<file path="src/rtl/muldiv_sequencer.sv">
// muldiv_sequencer
// Iterative RV32M multiply/divide controller for the execute stage. One shared
// shift/add-subtract datapath retires one operand bit per clock. While an
// operation is in flight the front of the pipeline is held with Stall_o; the
// result is presented (Done_o pulse) in the single cycle the stall drops.
//
// Ports:
//   clk, rst_n            clock, asynchronous active-low reset
//   Start_i               request, sampled only in IDLE
//   Funct3_i[2:0]         RV32M funct3 (MUL..REMU)
//   SrcA_i, SrcB_i        forwarded rs1 / rs2
//   Flush_i               branch-redirect kill, aborts any operation
//   Busy_o                state is not IDLE
//   Stall_o               stall request to fetch/decode/execute register
//   Done_o                one-cycle result-valid pulse
//   Result_o              result, zero whenever Done_o is low
//
// Optional feature: define MULDIV_EARLY_OUT_EN to let divide-by-zero, signed
// overflow and multiply-by-zero skip RUN and go straight from IDLE to FIX.

module muldiv_sequencer #(
    parameter int DATA_WIDTH = 32
) (
    input  logic                  clk,
    input  logic                  rst_n,
    input  logic                  Start_i,
    input  logic [2:0]            Funct3_i,
    input  logic [DATA_WIDTH-1:0] SrcA_i,
    input  logic [DATA_WIDTH-1:0] SrcB_i,
    input  logic                  Flush_i,
    output logic                  Busy_o,
    output logic                  Stall_o,
    output logic                  Done_o,
    output logic [DATA_WIDTH-1:0] Result_o
);

    localparam int W  = DATA_WIDTH;
    localparam int CW = $clog2(DATA_WIDTH);
    localparam logic [W-1:0] MIN_NEG = {1'b1, {(W-1){1'b0}}};

    typedef enum logic [1:0] {
        IDLE = 2'd0,
        RUN  = 2'd1,
        FIX  = 2'd2,
        DONE = 2'd3
    } state_t;

    state_t          state, state_next;
    logic [2:0]      funct3_q;
    logic [W-1:0]    abs_a, abs_b;
    logic            sign_a, sign_b;
    logic [CW-1:0]   count;
    logic [2*W-1:0]  acc;
    logic [W-1:0]    result_q;

    // Operand signedness per funct3: only MULHU/DIVU/REMU treat A as unsigned,
    // and MULHSU additionally treats B as unsigned.
    logic            a_signed_in, b_signed_in, sign_a_in, sign_b_in;
    logic [W-1:0]    abs_a_in, abs_b_in;
    logic            accept, early_in;

    always_comb begin
        a_signed_in = ~Funct3_i[0] | (Funct3_i == 3'b001);
        b_signed_in = (Funct3_i[2] & ~Funct3_i[0]) | (Funct3_i[2:1] == 2'b00);
        sign_a_in   = a_signed_in & SrcA_i[W-1];
        sign_b_in   = b_signed_in & SrcB_i[W-1];
        abs_a_in    = sign_a_in ? -SrcA_i : SrcA_i;
        abs_b_in    = sign_b_in ? -SrcB_i : SrcB_i;
        accept      = (state == IDLE) & Start_i & ~Flush_i;
    end

`ifdef MULDIV_EARLY_OUT_EN
    // Operations whose answer is fixed by the operands alone bypass RUN; the
    // FIX overrides (and the cleared accumulator for multiply) supply the result.
    logic ovf_in;
    always_comb begin
        ovf_in   = Funct3_i[2] & ~Funct3_i[0] & (SrcA_i == MIN_NEG) & (&SrcB_i);
        early_in = Funct3_i[2] ? ((SrcB_i == '0) | ovf_in)
                               : ((SrcA_i == '0) | (SrcB_i == '0));
    end
`else
    assign early_in = 1'b0;
`endif

    // State register.
    always_ff @(posedge clk or negedge rst_n) begin
        if (!rst_n) state <= IDLE;
        else        state <= state_next;
    end

    // Next-state logic; a flush overrides every transition, including a start.
    always_comb begin
        state_next = state;
        case (state)
            IDLE: if (Start_i) state_next = early_in ? FIX : RUN;
            RUN:  if (count == '0) state_next = FIX;
            FIX:  state_next = DONE;
            DONE: state_next = IDLE;
            default: state_next = IDLE;
        endcase
        if (Flush_i) state_next = IDLE;
    end

    // One iteration of the shared datapath. Multiply adds |A| into the upper
    // half for each set bit of |B| (LSB first) and shifts right. Divide shifts
    // the next dividend bit (MSB first) into the partial remainder in the upper
    // half and builds the quotient in the lower half. The trial subtraction
    // carries two extra bits because the shifted remainder can exceed W bits.
    logic [CW-1:0]  idx_mul;
    logic [W:0]     mul_sum;
    logic [W+1:0]   trial;
    logic [2*W-1:0] acc_step;

    always_comb begin
        idx_mul  = CW'(W - 1) - count;
        mul_sum  = {1'b0, acc[2*W-1:W]} + (abs_b[idx_mul] ? {1'b0, abs_a} : '0);
        trial    = {1'b0, acc[2*W-1:W], abs_a[count]} - {2'b00, abs_b};
        acc_step = '0;
        if (!funct3_q[2]) begin
            acc_step = {mul_sum, acc[W-1:1]};
        end else if (!trial[W+1]) begin
            acc_step = {trial[W-1:0], acc[W-2:0], 1'b1};
        end else begin
            acc_step = {acc[2*W-2:W], abs_a[count], acc[W-2:0], 1'b0};
        end
    end

    // Sign correction and result selection. The original dividend for the
    // divide-by-zero remainder is rebuilt from its magnitude and sign.
    logic [2*W-1:0] prod;
    logic [W-1:0]   quo, rem, orig_a, fix_result;
    logic           b_zero, ovf;

    always_comb begin
        prod   = (sign_a ^ sign_b) ? -acc : acc;
        quo    = (sign_a ^ sign_b) ? -acc[W-1:0] : acc[W-1:0];
        rem    = sign_a ? -acc[2*W-1:W] : acc[2*W-1:W];
        orig_a = sign_a ? -abs_a : abs_a;
        b_zero = (abs_b == '0);
        ovf    = sign_a & sign_b & (abs_a == MIN_NEG) & (abs_b == W'(1));
        fix_result = '0;
        case (funct3_q)
            3'b000:                 fix_result = prod[W-1:0];
            3'b001, 3'b010, 3'b011: fix_result = prod[2*W-1:W];
            3'b100, 3'b101:         fix_result = b_zero ? '1 : (ovf ? MIN_NEG : quo);
            default:                fix_result = b_zero ? orig_a : (ovf ? '0 : rem);
        endcase
    end

    // Datapath registers: operands latched on acceptance, iterate in RUN,
    // capture the corrected result in FIX.
    always_ff @(posedge clk or negedge rst_n) begin
        if (!rst_n) begin
            funct3_q <= '0;
            abs_a    <= '0;
            abs_b    <= '0;
            sign_a   <= 1'b0;
            sign_b   <= 1'b0;
            count    <= '0;
            acc      <= '0;
            result_q <= '0;
        end else begin
            case (state)
                IDLE: if (accept) begin
                    funct3_q <= Funct3_i;
                    abs_a    <= abs_a_in;
                    abs_b    <= abs_b_in;
                    sign_a   <= sign_a_in;
                    sign_b   <= sign_b_in;
                    count    <= CW'(W - 1);
                    acc      <= '0;
                end
                RUN: begin
                    acc   <= acc_step;
                    count <= count - CW'(1);
                end
                FIX: result_q <= fix_result;
                default: ;
            endcase
        end
    end

    // Stall drops combinationally on a flush so the redirect is not held off.
    always_comb begin
        Busy_o   = (state != IDLE);
        Stall_o  = ~Flush_i & (((state == IDLE) & Start_i) | (state == RUN) | (state == FIX));
        Done_o   = (state == DONE) & ~Flush_i;
        Result_o = Done_o ? result_q : '0;
    end

endmodule

</file>
<file path="config.mk">
export PLATFORM = sky130hd
export DESIGN_NAME = muldiv_sequencer
export DESIGN_NICKNAME = d
export VERILOG_FILES = /design/src/rtl/muldiv_sequencer.sv
export SDC_FILE = /design/constraint.sdc
export NUM_CORES = 1
export LEC_CHECK = 0
export BUFFER_PORTS_ARGS = -buffer_cell sky130_fd_sc_hd__buf_2
export CAP_MARGIN = 5
export CELL_PAD_IN_SITES_DETAIL_PLACEMENT = 1
export CELL_PAD_IN_SITES_GLOBAL_PLACEMENT = 2
export CORE_UTILIZATION = 41
export CTS_CLUSTER_DIAMETER = 120
export DETAILED_ROUTE_END_ITERATION = 8
export PLACE_DENSITY_LB_ADDON = 0.1
export SYNTH_ARGS = -nofsm -noshare
export SYNTH_HDL_FRONTEND = slang
export SYNTH_SLANG_ARGS = --single-unit
</file>
<file path="constraint.sdc">
create_clock -name clk -period 11.37 [get_ports clk]
set_input_delay 0.5685 -clock clk [delete_from_list [all_inputs] [get_ports clk]]
set_output_delay 0.5685 -clock clk [all_outputs]
set_load 0.03 [all_outputs]
</file>
Yosys cells after proc, flatten, opt, wreduce, memory -nomap -nowiden
Cells that the tools add are included.

word-level totals
  ROM bits = 0
  bits in latches = 0
  bits of input ports = 71
  memory bits (writable) = 0
  logic and storage cells = 91
  bits in registers = 172
  output and inout bits = 35
  memories = 0

cells by class
  eq/ne operators = 14
  $lt $le $gt $ge = 2
  mux-type cells = 27
  multipliers = 0
  reduce and logical (&&, ||, !) cells = 12
  shifts and indexed selects = 0
  bitwise logic cells = 17
  divide/modulo/power cells = 0
  $add $sub $neg = 10

operators by type and width
  cell                    number
  $mux W32                11
  $mux W64                4
  $neg A32 Y32            5
  $pmux W64 S2            1
  $pmux W32 S3            1
  $neg A64 Y64            1
  $sub A33 B32 Y34        1
  $add A32 B32 Y33        1
  $eq A32 B1 Y1 const B   1
  $eq A32 B32 Y1 const B  1
  $logic_not A32 Y1       1
  $lt A5 B6 Y1 const B    2
  $and A1 B1 Y1           10
  $bmux W1 S5             2
  $pmux W5 S2             1
  $pmux W2 S4             1
  $eq A3 B1 Y1 const B    2
  $eq A3 B2 Y1 const B    2
  $eq A3 B3 Y1 const B    2
  $mux W2                 3
  $ne A3 B3 Y1 const B    2
  $reduce_and A2 Y1       3
  $logic_not A5 Y1        1
  $mux W5                 1
  14 further kinds        22

Depth between registers and ports, before layout
  depth in word-level cells = 7
  gate-level depth with buffers = 19
  mapped depth without buffers = 16

Worst setup path before layout
Ideal clock, no wire load.

  path kind = reg-to-reg
  start = reg count[1]
  end = reg acc[61]
  cell stages (with the launch flop) = 18
  data required time = 11.244 ns
  period minus slack after synthesis = 4.919 ns
  arrival = 4.793 ns
  slack = 6.451 ns
  setup time = 0.126 ns
  path through = dfrtp_1 > clkbuf_1 > clkbuf_1 > mux4_2 > mux4_2 > mux2i_1 > clkbuf_1 > nor2b_1 > ha_1 > a2111oi_0 > o21ai_0 > a31o_2 > a21oi_1 > o21ai_0 > a31oi_1 > o31ai_1 > xnor2_1 > a221o_1

between the ends
  word-level cells in the longest chain between the ends = 7

RTL lines
  item                           line  text
  from (decl)                    52    logic [CW-1:0] count;
  from (signal assigned)         170   count <= CW'(W - 1);
  from (signal assigned)         175   count <= count - CW'(1);
  $sub A5 B5 Y5                  115   idx_mul = CW'(W - 1) - count;
  $bmux W1 S5                    116   mul_sum = {1'b0, acc[2*W-1:W]} + (abs_b[idx_mul] ? {1'b0, abs_a} : '0);
  $mux W1 (not written as such)  116
  $mux W32                       116
  $add A32 B32 Y33               116
  $mux W64 *                     119   if (!funct3_q[2]) begin
  $pmux W64 S2 *                 163   case (state)
  to (signal assigned)           174   acc <= acc_step;
  to (decl)                      53    logic [2*W-1:0] acc;

Mark *: on every way between the ends. The rest lies on a longest branch, timed or not. The select of a mux whose other input is x is not followed.
A chain may end at the register's enable or synchronous reset.

Worst setup path in the final report
  start = reg count[1]
  end = reg acc[54]

Same word-level chain as after synthesis.

==> summary.txt <==
Run status
  • Outcome: finished clean

Synthesis
  • Synth Area in Compound Gates: a little under a quarter
  • Net Count, Synth: approximately 2100
  • Largest cells by area after synthesis: dfrtp_1 (27%), xnor2_1 (6.6%), o21ai_0 (6.3%)
  • Sequential share of the synthesized area: between 20 and 30%
  • Combinational family with the most area after synthesis: compound AO/OA/AOI/OAI gates
  • Post-synth top flop: dfrtp_1
  • EDFF count, synth: 0
  • Adder-Cell Fraction of Synth Area: under 10%
  • Ys async rst share: 100%
  • Post-synthesis register bit count: ~170
  • Simple-Gate Fraction of Synth Area: 19.5%
  • Cells after synthesis: a little under 2000
  • Post-synth top area cell: dfrtp_1
  • XOR/XNOR share of the synthesized area: ~13%
  • Post-synth cell types: 74
  • Top cell type's share of synthesized area: between 20% and 30%
  • Synth Cell Area: ~0.016 mm^2
  • Yosys warnings: 0
  • Avg Synthesized Cell Area: 8.08 um^2
  • Multiplexer area fraction after synthesis: roughly 6.3%

STA
  • Final Skew: 0.0131 ns
  • Worst-Margin Slew: around 1.0 ns
  • Final Cycle Share: between 40 and 50%
  • Fin. Hold Viols: 0
  • Final Critical Period: roughly 5.6 ns
  • Slew Limit Headroom: between 30% and 40%
  • Final setup viols: 0
  • Slew Limit Fails: 0
  • Max Freq: approximately 0.18 GHz
  • RSZ-0062 raised after global routing: no
  • Fin Hold WS: 0.00487 ns
  • Fin Setup TNS: 0 ns
  • Worst setup margin: 5.78 ns

Pwr
  • Comb pwr share: about two thirds
  • P_leak: ~7.7 nW
  • Cell area power density: ~340 mW/mm^2
  • Switching share of power: a little under three fifths
  • Sequential share of power: 23.2%
  • Clock power frac: between 10 and 15%
  • Net Sw Power: about 3.2 mW
  • Max rail drop VDD: around 0.11 mV
  • Pint: ~2.6 mW
  • Total Power: between 5 and 6 mW

Floorplanning
  • Cell row count: 72
  • Die Height: 200 um
  • Starting Density: between 40% and 50%
  • CORE AREA: 0.0386 mm^2
  • # IOs: between 100 and 150
  • Die Area: 0.0400 mm^2
  • Die X: 200 um

CTS
  • Root Buffer: clkbuf_16
  • Clk buf depth: 2
  • Num Clock Sinks: 172
  • Buffers inserted by post-CTS timing repair: 0
  • CTS Buf Count: 17
  • Post-cts sizing count: 0
  • Reg clk slew, reported paths: 0.07 ns
  • Clock Latency Late Sink: ~0.50 ns
  • H-tree depth: 4
  • CTS tree: yes
  • Hold bufs inserted after CTS: 0

Drt
  • Total Wirelength: around 62000 um
  • Wire length on met3: 2660 um
  • Vias per cell: ~6
  • # DRC: 0
  • DR WL met2: 29200 um
  • Top routing layer used: met4
  • Final ANT Viol Nets: 0
  • 1st-iter DRT viols: a little under 1000
  • DR pass1 iterations: 5
  • Drt wl/cell: between 20 and 25 um
  • Wire length on met1: 28100 um
  • Vias: 15400

Global route
  • Initial antenna violation count: 2
  • Largest net degree at the start of global routing: ~110
  • Grt total ovfl: 0
  • GRT Total Usage: 31.6%
  • Global-route wire length before repair: 94200 um
  • Number of global-route vias before repair: between 15000 and 20000

Place
  • PortBufs: approximately 110
  • Post-DP HPWL: roughly 47000 um
  • DP Worst Slack: ~5.9 ns
  • Placed Instances: between 2000 and 2500
  • Final GP Congestion: ~0.9

Setup path
  • WS Path Type: reg2reg
  • Worst setup SP type: flop
  • Crit path max fanout: 43
  • Nature of the critical path endpoint: flop
  • CP required: roughly 12 ns
  • CP arrival: around 6.0 ns

Cells and area
  • Multi-input gate area: about 0.011 mm^2
  • Share of layout cells above drive strength 1: between 10% and 20%
  • FF/Latch Area: 0.00431 mm^2
  • Final #Nets: 2149
  • Fillcell total: approximately 4700
  • Finished Layout Cells: approximately 2500
  • Area growth from synthesis to layout: 9.19%

Hold path
  • Hold crit path type: in2async

Job
  • Max_cap viols: 0
==> logic make-up (layout without fill, tap and decap cells) <==
family,count (synthesis),after routing
buffers and inverters,205,228
XOR/XNOR,231,231
AO/OA/AOI/OAI,586,586
other,0,2
adder cells (fa/ha/maj),78,78
multiplexers,76,76
AND/OR/NAND/NOR,642,642
flip-flops,172,172
==> power groups by stage <==
stage	clock network (mW)	registers (mW)	logic, mW
after CTS	0.655	1.36	3.85
after global placement	0	1.36	3.78
final	0.643	1.37	3.88
after global routing	0.678	1.38	4.25
after detailed placement	0	1.37	3.83
after floorplan	0	1.01	2.89
==> area by class of cell <==
class / count / share of cell area, %
Tap cell: 518 / 3.69
Multi-Input combinational cell: 1613 / 62.8
Clock inverter: 13 / 1.03
Clock buffer: 19 / 2.52
Timing Repair Buffer: 124 / 3.84
Antenna cell: 2 / 0.0285
Sequential cell: 172 / 24.5
Inverter: 72 / 1.54
==> worst max-delay path, cell delays in order (launching register included) <==
cell and delay (ns):
dfrtp_1 0.90, mux4_2 0.61, mux4_2 0.48, mux2i_1 0.25
ha_1 0.24, nor2b_1 0.07, o2111a_1 0.28, nor4b_1 0.81
nor4_1 0.17, nor3_1 0.55, a31oi_4 0.14, buf_4 0.32
o311ai_0 0.16, o21ai_0 0.14, a221o_1 0.33
==> Yosys cell counts, drive strengths merged (3+ instances only) <==
library cell and n:
inv 72, o22ai 12, nor4 26, nand3 22, o21ai 201, mux2i 51
or4 16, a221oi 23, a41oi 5, o31ai 67, nor3b 4, or3 38
nor2 120, a221o 8, nand3b 4, a31oi 12, a21boi 4, a211oi 15
clkbuf 110, nor2b 38, dfrtp 172, ha 76, xor2 109, o221ai 31
o21bai 6, o211ai 3, o21a 9, and3 9, a21oi 95, o2bb2ai 9
or2 12, nor3 33, buf 23, and2 41, xnor2 122, a22oi 15
mux2 5, o41ai 19, a311oi 4, a21o 29, nand2 240, mux4 20
nand2b 24, nand4 9
==> registers in the layout, indices dropped and copies added (netlist names) <==
name      count
count         5
sign_a        1
sign_b        1
state         2
result_q     32
abs_a        32
abs_b        32
funct3_q      3
acc          64
==> final timing paths <==
kind | end | from | slack, ns | cells after the start
max | acc[54] | count[1] | 5.78 | 14
max reg2reg | acc[54] | count[1] | 5.78 | 14
max in group asynchronous | abs_a[8] | rst_n | 10.00 | 2
min reg2reg | result_q[7] | result_q[7] | 0.49 | 1
min in group clk | state[1] | Flush_i | 0.31 | 2
min | acc[59] | rst_n | 0.005 | 1
==> layout by cell type (no fill, tap or decap), types with 15 or more instances in the layout <==
| cell type | netlist | routed |
|---|---|---|
| nand3_1 | 22 | 22 |
| ha_1 | 76 | 76 |
| buf_2 | 6 | 104 |
| and2_1 | 41 | 41 |
| o21ai_0 | 201 | 200 |
| xnor2_1 | 122 | 122 |
| nor2_1 | 119 | 118 |
| a21o_1 | 29 | 29 |
| o31ai_1 | 66 | 66 |
| a211oi_1 | 15 | 15 |
| nor4_1 | 23 | 23 |
| o41ai_1 | 19 | 19 |
| nand2_1 | 240 | 240 |
| or4_1 | 16 | 16 |
| buf_4 | 0 | 19 |
| inv_1 | 72 | 72 |
| nor3_1 | 33 | 33 |
| mux4_2 | 20 | 20 |
| dfrtp_1 | 172 | 170 |
| a21oi_1 | 94 | 94 |
| a22oi_1 | 15 | 15 |
| mux2i_1 | 51 | 50 |
| nand2b_1 | 24 | 24 |
| a221oi_1 | 23 | 23 |
| o221ai_1 | 31 | 31 |
| or3_1 | 37 | 37 |
| nor2b_1 | 38 | 38 |
| clkbuf_16 | 0 | 17 |
| xor2_1 | 109 | 109 |
==> layer usage <==
metal	track usage, %	vias to the layer above
met4	11.1	0
met1	42.1	7734
met3	4.77	91
li1	-	7216
met2	52.0	390
met5	0	-
==> stage by stage <==
stage | instance area (um^2) | utilization [%]
after global routing | 17500 | 45.4
final | 17500 | 45.4
after CTS | 17500 | 45.4
after detailed placement | 16900 | 43.8
after global placement | 16900 | 43.8
after floorplan | 16100 | -
(Power assumes the default switching activity.)
